`config.mk`:
```
export PLATFORM = sky130hd
export DESIGN_NAME = sdram_arbiter
export DESIGN_NICKNAME = d
export VERILOG_FILES = /design/src/rtl/sdram_arb_pkg.sv /design/src/rtl/sdram_arbiter.sv
export SDC_FILE = /design/constraint.sdc
export NUM_CORES = 1
export LEC_CHECK = 0
export ABC_AREA = 1
export CAP_MARGIN = 0
export CORE_ASPECT_RATIO = 0.8
export CORE_MARGIN = 1.5
export CORE_UTILIZATION = 43
export DETAILED_ROUTE_END_ITERATION = 7
export GPL_TIMING_DRIVEN = 0
export PLACE_DENSITY = 0.83
export SLEW_MARGIN = 20
export SYNTH_ARGS = -nofsm -noshare
export SYNTH_HDL_FRONTEND = slang
export SYNTH_SLANG_ARGS = --single-unit
```
`constraint.sdc`:
```
create_clock -name i_clk -period 1.9 [get_ports i_clk]
set_clock_uncertainty 0.15 [all_clocks]
set_input_delay 0.57 -clock i_clk [delete_from_list [all_inputs] [get_ports i_clk]]
set_output_delay 0.57 -clock i_clk [all_outputs]
set_load 0.01 [all_outputs]
```
`src/rtl/sdram_arb_pkg.sv`:
```
// Shared types and constants for the two-requester SDRAM arbiter.
// No logic; imported by sdram_arbiter.
// Not applicable (package only).
package sdram_arb_pkg;

    // Arbiter FSM: wait for a request, hold it on the slave, acknowledge the requester.
    typedef enum logic [1:0] {
        IDLE = 2'd0,
        BUSY = 2'd1,
        DONE = 2'd2
    } arb_state_e;

    // Width of the per-access BUSY cycle counter used for the abort timer.
    localparam int CNT_W = 16;

    // Read data handed back when an access is abandoned by the timer.
    localparam logic [31:0] ERR_RDATA_DEFAULT = 32'hDEAD_BEEF;

endpackage

```
`src/rtl/sdram_arbiter.sv`:
```
// Two-way round-robin arbiter in front of sys_sdram, with per-access abort timer.
// Latency: request sampled in IDLE -> o_s_valid next cycle; requester ready one cycle after slave ready.
// Backpressure: one access in flight; requesters wait on valid until their one-cycle ready pulse.
module sdram_arbiter
    import sdram_arb_pkg::*;
#(
    parameter int unsigned TIMEOUT_CYCLES = 4096,
    parameter logic [31:0] ERR_RDATA      = ERR_RDATA_DEFAULT
) (
    input  logic        i_clk,
    input  logic        i_rstn,

    input  logic        i_m0_valid,
    output logic        o_m0_ready,
    input  logic [31:0] i_m0_addr,
    input  logic [31:0] i_m0_wdata,
    input  logic [3:0]  i_m0_wstrb,
    output logic [31:0] o_m0_rdata,

    input  logic        i_m1_valid,
    output logic        o_m1_ready,
    input  logic [31:0] i_m1_addr,
    input  logic [31:0] i_m1_wdata,
    input  logic [3:0]  i_m1_wstrb,
    output logic [31:0] o_m1_rdata,

    output logic        o_s_valid,
    input  logic        i_s_ready,
    output logic [31:0] o_s_addr,
    output logic [31:0] o_s_wdata,
    output logic [3:0]  o_s_wstrb,
    input  logic [31:0] i_s_rdata,

    output logic        o_timeout
);

    // Counter value on the last BUSY cycle allowed before the access is abandoned.
    localparam logic [CNT_W-1:0] CNT_LAST = CNT_W'(TIMEOUT_CYCLES - 1);

    arb_state_e        state_q, state_d;
    logic              grant_q, grant_d;     // index of the requester being served
    logic              last_q,  last_d;      // index of the requester served most recently
    logic              abort_q, abort_d;     // current DONE was reached by the timer
    logic [CNT_W-1:0]  cnt_q,   cnt_d;
    logic [31:0]       s_addr_q,  s_addr_d;
    logic [31:0]       s_wdata_q, s_wdata_d;
    logic [3:0]        s_wstrb_q, s_wstrb_d;
    logic [31:0]       m0_rdata_q, m0_rdata_d;
    logic [31:0]       m1_rdata_q, m1_rdata_d;
    logic              pick;

    // Round-robin choice: a lone requester wins; on contention the one not served last wins.
    always_comb begin
        pick = 1'b0;
        if (i_m0_valid && i_m1_valid) begin
            pick = ~last_q;
        end else if (i_m1_valid) begin
            pick = 1'b1;
        end
    end

    // Next-state logic: grant in IDLE, wait for slave or timer in BUSY, acknowledge in DONE.
    always_comb begin
        state_d    = state_q;
        grant_d    = grant_q;
        last_d     = last_q;
        abort_d    = abort_q;
        cnt_d      = cnt_q;
        s_addr_d   = s_addr_q;
        s_wdata_d  = s_wdata_q;
        s_wstrb_d  = s_wstrb_q;
        m0_rdata_d = m0_rdata_q;
        m1_rdata_d = m1_rdata_q;

        case (state_q)
            IDLE: begin
                if (i_m0_valid || i_m1_valid) begin
                    state_d   = BUSY;
                    grant_d   = pick;
                    abort_d   = 1'b0;
                    cnt_d     = '0;
                    s_addr_d  = pick ? i_m1_addr  : i_m0_addr;
                    s_wdata_d = pick ? i_m1_wdata : i_m0_wdata;
                    s_wstrb_d = pick ? i_m1_wstrb : i_m0_wstrb;
                end
            end
            BUSY: begin
                // Slave completion wins over the timer when both land on the same cycle.
                if (i_s_ready) begin
                    state_d = DONE;
                    last_d  = grant_q;
                    abort_d = 1'b0;
                    if (grant_q) m1_rdata_d = i_s_rdata;
                    else         m0_rdata_d = i_s_rdata;
                end else if (cnt_q == CNT_LAST) begin
                    state_d = DONE;
                    last_d  = grant_q;
                    abort_d = 1'b1;
                    if (grant_q) m1_rdata_d = ERR_RDATA;
                    else         m0_rdata_d = ERR_RDATA;
                end else begin
                    cnt_d = cnt_q + 1'b1;
                end
            end
            DONE: begin
                state_d = IDLE;
            end
            default: begin
                state_d = IDLE;
            end
        endcase
    end

    // State and datapath registers; last-served starts at 1 so m0 wins the first contention.
    always_ff @(posedge i_clk or negedge i_rstn) begin
        if (!i_rstn) begin
            state_q    <= IDLE;
            grant_q    <= 1'b0;
            last_q     <= 1'b1;
            abort_q    <= 1'b0;
            cnt_q      <= '0;
            s_addr_q   <= '0;
            s_wdata_q  <= '0;
            s_wstrb_q  <= '0;
            m0_rdata_q <= '0;
            m1_rdata_q <= '0;
        end else begin
            state_q    <= state_d;
            grant_q    <= grant_d;
            last_q     <= last_d;
            abort_q    <= abort_d;
            cnt_q      <= cnt_d;
            s_addr_q   <= s_addr_d;
            s_wdata_q  <= s_wdata_d;
            s_wstrb_q  <= s_wstrb_d;
            m0_rdata_q <= m0_rdata_d;
            m1_rdata_q <= m1_rdata_d;
        end
    end

    // Handshake outputs decode straight from the state register, so reset clears them at once.
    always_comb begin
        o_s_valid  = (state_q == BUSY);
        o_m0_ready = (state_q == DONE) && !grant_q;
        o_m1_ready = (state_q == DONE) &&  grant_q;
        o_timeout  = (state_q == DONE) &&  abort_q;
        o_s_addr   = s_addr_q;
        o_s_wdata  = s_wdata_q;
        o_s_wstrb  = s_wstrb_q;
        o_m0_rdata = m0_rdata_q;
        o_m1_rdata = m1_rdata_q;
    end

endmodule

```
## After elaboration in Yosys (flattened, before gate mapping)

Index checks and enable logic that the tools add are counted.

- Register bits after elaboration: 153
- Input bits: 173
- Output and inout bits: 136
- Logic and storage cells: 63

- Add/sub/neg operators: 1
- Equal/unequal tests: 7
- Muxes and demuxes: 27
- Bitwise operators: 2
- Reduce and logical (&&, ||, !) cells: 16

Operators with widths:

| kind | number |
|---|---|
| 2-to-1 mux 32 bit | 10 |
| 2-to-1 mux 16 bit | 3 |
| case mux 16 bit (2 select lines) | 1 |
| adder 16 x 1 -> 16 bit (second input constant) | 1 |
| == test 16 x 12 -> 1 bit (second input constant) | 1 |
| AND reduction 3 bit | 3 |
| 2-to-1 mux 1 bit | 7 |
| 2-to-1 mux 2 bit | 3 |
| != test 2 bit (second input constant) | 3 |
| AND reduction 2 bit | 3 |
| logical AND 1 bit | 4 |
| 2-to-1 mux 4 bit | 1 |
| case mux 2 bit (2 select lines) | 1 |
| AND reduction 4 bit | 1 |
| nonzero test 2 bit | 2 |
| != test 3 x 1 -> 1 bit (second input constant) | 1 |
| == test 2 x 1 -> 1 bit (second input constant) | 1 |
| == test 2 bit (second input constant) | 1 |
| zero test 2 bit | 1 |
| inverter 1 bit | 2 |
| case mux 1 bit (2 select lines) | 1 |
| zero test 1 bit | 1 |
| logical OR 1 bit | 1 |

## Longest topological paths before layout

Gate-level depths: netlist of run 1.

- Depth in word-level cells: 4
- Mapped depth: 12
- Gate-level depth less buffers: 10

## Worst setup path before layout of run 1

Ideal clock, no wire load.

- Path kind: register to output
- Start: reg grant_q
- End: out o_m1_ready
- Arrival: 1.088 ns
- Slack: 0.092 ns
- Cell stages (with the launch flop): 5
- Cells stage by stage: dfrtp_1 buf_2 clkinv_1 clkbuf_1 nor2_1

- Word-level cells in the longest chain between the ends: 1

RTL lines:

| what | line | RTL |
|---|---|---|
| from (decl) | sdram_arbiter.sv:41 | `logic grant_q, grant_d;` |
| from (signal assigned) | sdram_arbiter.sv:129 | `grant_q <= grant_d;` |
| logical AND 1 bit | sdram_arbiter.sv:145 | `o_m1_ready = (state_q == DONE) && grant_q;` |
| to (decl) | sdram_arbiter.sv:21 | `output logic o_m1_ready,` |

Every way passes these cells.

## Worst setup path after layout of run 1

- Start: reg cnt_q[1]
- End: reg cnt_q[2]

- Word-level cells in the longest chain between the ends: 4
- Elaborated cells on any way between the ends: 7

RTL lines:

| what | line | RTL |
|---|---|---|
| from (decl) | sdram_arbiter.sv:44 | `logic [CNT_W-1:0] cnt_q, cnt_d;` |
| from (signal assigned) | sdram_arbiter.sv:132 | `cnt_q <= cnt_d;` |
| adder 16 x 1 -> 16 bit | sdram_arbiter.sv:102 | `cnt_d = cnt_q + 1'b1;` |
| 2-to-1 mux 16 bit | sdram_arbiter.sv:95 | `end else if (cnt_q == CNT_LAST) begin` |
| 2-to-1 mux 16 bit | sdram_arbiter.sv:89 | `if (i_s_ready) begin` |
| case mux 16 bit (2 select lines) | sdram_arbiter.sv:75 | `case (state_q)` |

Parallel ways exist; a longest one is shown, timed or not. The select of a mux whose other input is x is not followed.
A chain may end at the register's enable or synchronous reset.

==> run_results.csv, run 1 <==
group,metric,value,unit
run_status,status,"finished with violations",
run_status,violations,"negative setup slack",
detailed_routing,initialDrtViolationCount,743,
detailed_routing,wire_per_inst,19.1,um
timing,fin_crit_sh,111,%
global_route,grt_overflow_total,0,
finish,drive_gt1_share,14.9,%
critical_path,path_max_fanout,5,
timing,relSlewSlack,63.0,%
power,vdd_drop_max,799,uV
clock_tree,cts_tree,"yes",
detailed_routing,ant_nets,0,
critical_path,cp_data_required_time,2110,ps
floorplan,fp.dieW,148,um
synth,syn_inst,904,
placement,dpl-instance-area,10600,um2
finish,final_cells,1497,
critical_path,crit_type,"register to register",
synth,synth_cell_types,27,
detailed_routing,via_per_inst,5.54,
global_route,grt_pass1_wl,40900,um
critical_path,endpoint_kind,"register",
global_route,grt_pass1_vias,7787,
finish,nets,1438,
clock_tree,ctsLongestPathBuffers,2,
critical_path,cp.arrival,2330,ps
synth,syn_area,7190,um2
synth,ys_ff_latch,153,
finish,stdcell_area,11800,um2
synth,avgSynthCellArea,7.96,um2
timing,drv_slew,0,
detailed_routing,vias,8296,
placement,io_buffers,307,
detailed_routing,route.detailed.drc,0,
finish,diodes,0,
detailed_routing,totalWireLength,28500,um
finish,area_delta_synth_final,64.7,%
power,powerDensity,1520,nW/um2
clock_tree,cts_root_buffer,"clkbuf_16",
floorplan,num_rows,42,
timing,max_freq,473,MHz
power,p_leak,5.82,nW
global_route,grt_max_degree,90,
timing,rsz0062_at_grt,"yes",
clock_tree,clock_latency,430,ps
detailed_routing,firstDrtPassIters,7,
placement,hpwl,18400,um
timing,worst_slack,-216,ps
hold_path,hold_path.class,"register to register",
clock_tree,cts-htree-levels,4,
floorplan,start_util,43.7,%
finish,final.fill_count,1184,
clock_tree,cts_made_buffers,17,
synth,ys_seq_area_share,53.2,%
placement,place_congestion,0.913,
floorplan,die_y,119,um
clock_tree,cts.clk_slew.worst_paths,70,ps
timing,layout_min_cycle_time,2120,ps
global_route,antenna_found_initial,0,
timing,max_slew.worst_pin.slew,556,ps
global_route,track_usage,30.1,%
power,finalPower,18.0,mW
timing,setup_violations,85,
placement,pre_cts_slack,-925,ps
timing,final_hold_viol_count,0,
critical_path,crit_path_start_kind,"register",
synth,synth-warning-count,0,
floorplan,core_area,16400,um2
floorplan,dieArea,17500,um2
floorplan,io_pins,309,
synth,syn-num-nets,1078,
placement,dp_cells,1432,
flow_run,drv_cap,0,
clock_tree,clkSinkCount,153,
finish,final_core_util,72.0,%
what timing repair did:
item	CTS	global route
endpoints found under the setup margin	283	145
hold buffers	1	0
gates cloned	1	8
buffers inserted	12	15
pin swaps	5	37
resized for setup	202	127
hold endpoints to repair	64	0
power breakdown:
part           total [mW]  internal, mW  switching [mW]
Clock                3.29          1.73            1.56
Combinational        9.07          3.88            5.19
Sequential           5.66          4.75           0.907
Total                18.0          10.4            7.66
kinds of logic after synthesis:
kind of cell | after synthesis | synth area share, %
AOI/OAI and AO/OA | 151 | 10.6
xor gates and xnor gates | 4 | 0.487
adders and majority gates | 1 | 0.174
buffers and inverters | 115 | 7.06
DFF | 153 | 53.2
and+or+nand+nor | 480 | 28.5
sequential cells by signal, summed over array words and instances (netlist names), 2 cells and up:
name and flops:
o_m0_rdata 32, o_m1_rdata 32, o_s_addr 32, o_s_wdata 32
cnt_q 16, o_s_wstrb 4, state_q 2
path summary, 6_finish.rpt:
| kind | from | to | slack [ps] | cells after the start |
|---|---|---|---|---|
| setup / recovery | cnt_q[1]$_DFFE_PN0P_ | cnt_q[2]$_DFFE_PN0P_ | -220 | 13 |
| hold / removal | o_m1_rdata[27]$_DFFE_PN0P_ | o_m1_rdata[27]$_DFFE_PN0P_ | 320 | 2 |
| setup reg to reg | cnt_q[1]$_DFFE_PN0P_ | cnt_q[2]$_DFFE_PN0P_ | -220 | 13 |
| hold reg to reg | o_m1_rdata[27]$_DFFE_PN0P_ | o_m1_rdata[27]$_DFFE_PN0P_ | 320 | 2 |
| max in group asynchronous | i_rstn | last_q$_DFFE_PN1P_ | 270 | 3 |
| min in group asynchronous | i_rstn | o_s_wdata[18]$_DFFE_PN0P_ | 510 | 2 |
critical path, cell delays in order (launching register included):
cell	delay, ps
dfrtp_1	410
ha_2	230
nand2_2	80
nor2_2	140
nand2_2	100
inv_2	90
nand2_4	70
nand2_8	90
buf_12	110
buf_12	100
clkbuf_16	150
clkbuf_16	150
nand3_1	100
nand2_1	90
final cells by class:
class	instances	area, um2	area share [%]
Tap cell	220	275	2.32
Clock buffer	17	425	3.59
Timing Repair Buffer	345	3400	28.7
Sequential cell	153	3830	32.3
Clock inverter	15	134	1.13
Buffer	62	459	3.88
Multi-Input combinational cell	636	3120	26.4
Inverter	49	196	1.66
cell usage in the layout, fill, tap and decap left out, drive strengths merged:
cell           netlist  routed
inv                 48      57
ha                   1       1
nand3               31      31
clkdlybuf4s15        0       1
nand4               68      68
o21ai              144     144
xor2                 4       4
clkinv               1       6
dfrtp              152     152
nor2                96      96
nor3                 1       1
buf                 25      59
clkbuf              41      62
a21oi                5       5
nor3b                1       1
o21bai               2       2
clkinvlp             0       1
clkdlybuf4s50        0     168
dlygate4sd3          0       1
dlygate4sd2          0     131
dfstp                1       1
nand2              283     283
dlymetal6s2s         0       2
cells in the mapped netlist:
library cell | n | area share [%]
nand2_2 | 4 | 0.35
buf_6 | 4 | 0.63
dfrtp_1 | 152 | 53
ha_1 | 1 | 0.17
nand3_1 | 29 | 2.0
nand4_1 | 68 | 5.9
o21ai_0 | 131 | 9.1
clkinv_1 | 1 | 0.052
buf_1 | 1 | 0.052
nand3_2 | 1 | 0.14
o21bai_1 | 2 | 0.21
inv_2 | 4 | 0.21
nor3_1 | 1 | 0.069
dfstp_2 | 1 | 0.37
nand3_4 | 1 | 0.24
xor2_1 | 4 | 0.49
clkbuf_2 | 1 | 0.069
buf_2 | 12 | 0.83
o21ai_1 | 13 | 0.90
nand2_1 | 279 | 15
nor2_1 | 94 | 4.9
buf_4 | 8 | 0.83
inv_1 | 44 | 2.3
nor2_2 | 2 | 0.17
nor3b_1 | 1 | 0.10
a21oi_1 | 5 | 0.35
clkbuf_1 | 40 | 2.1
per-stage QoR:
stage	TNS, ps	hold slack (ps)
3_3_place_gp	-993310	304
3_5_place_dp	-57420	307
2_1_floorplan	0	124
6_report	-11910	318
4_1_cts	-654	318
5_1_grt	-14530	345
per-layer routing:
layer / track usage (%) / routed length [um] / vias up
li1: - / - / 3689
met1: 37.3 / 10500 / 3892
met2: 48.9 / 13600 / 567
met3: 7.57 / 2590 / 148
met4: 14.8 / 1830 / 0
met5: 0 / 0 / -
Power figures use the tool's default switching activity.
==> inputs of run 2 (changes only) <==
Clock period 1.9 ns to 2.4 ns, I/O delays scaled along.
==> run 2 against run 1 <==
Effect of this change:
- the run now ends clean
- die area unchanged
- final area down 5.8%
- critical path depth down 9
- via count down 6.7%
- hold slack worse by 240 ps
- sequential share of layout area up 2.0 points
- non-clock buffer count down 36
- routed wire length down 14%
- largest cell class is now flip-flops and latches
==> run_results.csv, run 2 (synthesis gave the netlist of run 1 again) <==
group,metric,value,unit
finish,final.fill_count,1290,
detailed_routing,totalWireLength,24700,um
finish,nets,1402,
finish,diodes,0,
global_route,grt_overflow_total,0,
critical_path,cp.arrival,1440,ps
detailed_routing,initialDrtViolationCount,620,
detailed_routing,wire_per_inst,16.9,um
detailed_routing,wl_met2,11800,um
detailed_routing,route.detailed.drc,0,
detailed_routing,firstDrtPassIters,5,
detailed_routing,wl_met3,2000,um
placement,dpl-instance-area,10600,um2
clock_tree,cts_tree,"yes",
timing,relSlewSlack,60.0,%
global_route,grt_max_degree,90,
timing,fin_crit_sh,96.4,%
timing,final_hold_viol_count,0,
floorplan,fp.dieW,148,um
critical_path,path_max_fanout,16,
finish,final_cells,1461,
finish,area_delta_synth_final,55.1,%
critical_path,crit_start,"grant_q$_DFFE_PN0P_",
timing,setup_tns,0,ps
critical_path,r2r_start,"cnt_q[0]$_DFFE_PN0P_",
timing,max_slew.worst_pin.slew,599,ps
critical_path,endpoint_kind,"primary output",
clock_tree,cts-htree-levels,4,
finish,layout_common_cells,"clkdlybuf4s50_1, nand2_1, dfrtp_1, o21ai_0, nor2_1",
critical_path,crit_type,"register to primary output",
timing,max_freq,432,MHz
floorplan,core_area,16400,um2
clock_tree,clock_latency,420,ps
global_route,grt_pass1_wl,39400,um
clock_tree,clkSinkCount,153,
clock_tree,cts_made_buffers,17,
finish,stdcell_area,11200,um2
timing,worst_slack,86.6,ps
clock_tree,cts_root_buffer,"clkbuf_16",
detailed_routing,via_per_inst,5.30,
timing,drv_slew,0,
detailed_routing,met1Wirelength,9600,um
global_route,antenna_found_initial,0,
run_status,status,"finished, final reports clean",
global_route,grt_pass1_vias,7494,
clock_tree,cts.clk_slew.worst_paths,60,ps
timing,rsz0062_at_grt,"no",
timing,setup_violations,0,
placement,hpwl,18400,um
flow_run,drv_cap,0,
clock_tree,cts_hold_buf,0,
timing,fin_hold_ws,76.2,ps
critical_path,cp_data_required_time,1530,ps
floorplan,start_util,43.7,%
floorplan,io_pins,309,
detailed_routing,top_layer_used,"met4",
floorplan,num_rows,42,
placement,io_buffers,307,
power,powerDensity,1230,nW/um2
floorplan,die_y,119,um
clock_tree,ctsLongestPathBuffers,2,
finish,drive_gt1_share,6.45,%
floorplan,dieArea,17500,um2
placement,place_congestion,0.913,
global_route,track_usage,28.9,%
placement,dp_cells,1432,
detailed_routing,ant_nets,0,
finish,final_common_cell,"clkdlybuf4s50_1",
power,p_leak,5.12,nW
critical_path,r2r_cells,11,
detailed_routing,vias,7742,
timing,layout_min_cycle_time,2310,ps
critical_path,crit_path_start_kind,"register",
power,vdd_drop_max,649,uV
hold_path,hold_path.class,"primary input to asynchronous set/reset pin",
placement,pre_cts_slack,-575,ps
## run 2: cell count changes in the layout (fill, tap and decap cells not counted), moves of 9 or more
| cell | before | now |
|---|---|---|
| clkdlybuf4s50_1 | 168 | 302 |
| dlygate4sd2_1 | 131 | 3 |
| nand2_1 | 242 | 279 |
| nand2_2 | 28 | 4 |
| clkbuf_1 | 15 | 34 |
| buf_4 | 28 | 10 |
| nand2_4 | 12 | 0 |
| clkbuf_2 | 15 | 4 |
| o21ai_0 | 120 | 131 |
| buf_8 | 11 | 1 |
| o21ai_1 | 22 | 12 |
| nand3_1 | 20 | 29 |
## run 2: report_power, final
| part | switching (mW) | internal, mW | total (mW) | leakage (nW) |
|---|---|---|---|---|
| registers | 0.663 | 3.76 | 4.42 | 1.90 |
| clock network | 1.19 | 1.37 | 2.56 | 0.275 |
| logic | 3.58 | 3.13 | 6.71 | 2.95 |
## run 2: worst max-delay path, stage by stage, from the launching register on
cell	delay (ps)
dfrtp_1	340
buf_6	160
clkinv_8	100
nor2_1	140
dlygate4sd2_1	280
## run 2: final cells by class
cell class                      count  area [um2]  area share, %
Sequential cell                   153        3830           34.3
Timing Repair Buffer              309        3100           27.8
Multi-Input combinational cell    636        2860           25.7
Clock buffer                       17         425           3.81
Buffer                             62         328           2.94
Tap cell                          220         275           2.47
Inverter                           49         196           1.76
Clock inverter                     15         134           1.20
## run 2: stage by stage
step	power (mW)	utilization [%]
2_1_floorplan	7.37	-
3_3_place_gp	10.9	64.1
3_5_place_dp	11.1	64.3
4_1_cts	13.7	67.8
5_1_grt	14.5	67.8
6_report	13.7	67.8
## run 2: timing repair
item / 4_1_cts / 5_1_grt
buffers inserted: 1 / 0
endpoints found under the setup margin: 24 / 28
gates resized for setup: 15 / 6
## run 2: worst paths after layout
path / endpoint / slack, ps
min in group i_clk: o_m1_rdata[21]$_DFFE_PN0P_ / 320
worst max register to register: cnt_q[11]$_DFFE_PN0P_ / 310
max in group asynchronous: last_q$_DFFE_PN1P_ / 1190
worst max-delay path: o_m1_ready / 90
worst min register to register: o_m1_rdata[21]$_DFFE_PN0P_ / 320
worst min-delay path: o_s_wdata[18]$_DFFE_PN0P_ / 80
## run 2: per-layer routing
metal / up-vias / global-route usage, %
li1: 3611 / -
met1: 3640 / 36.8
met2: 400 / 46.0
met3: 91 / 7.14
met4: 0 / 13.9
met5: - / 0
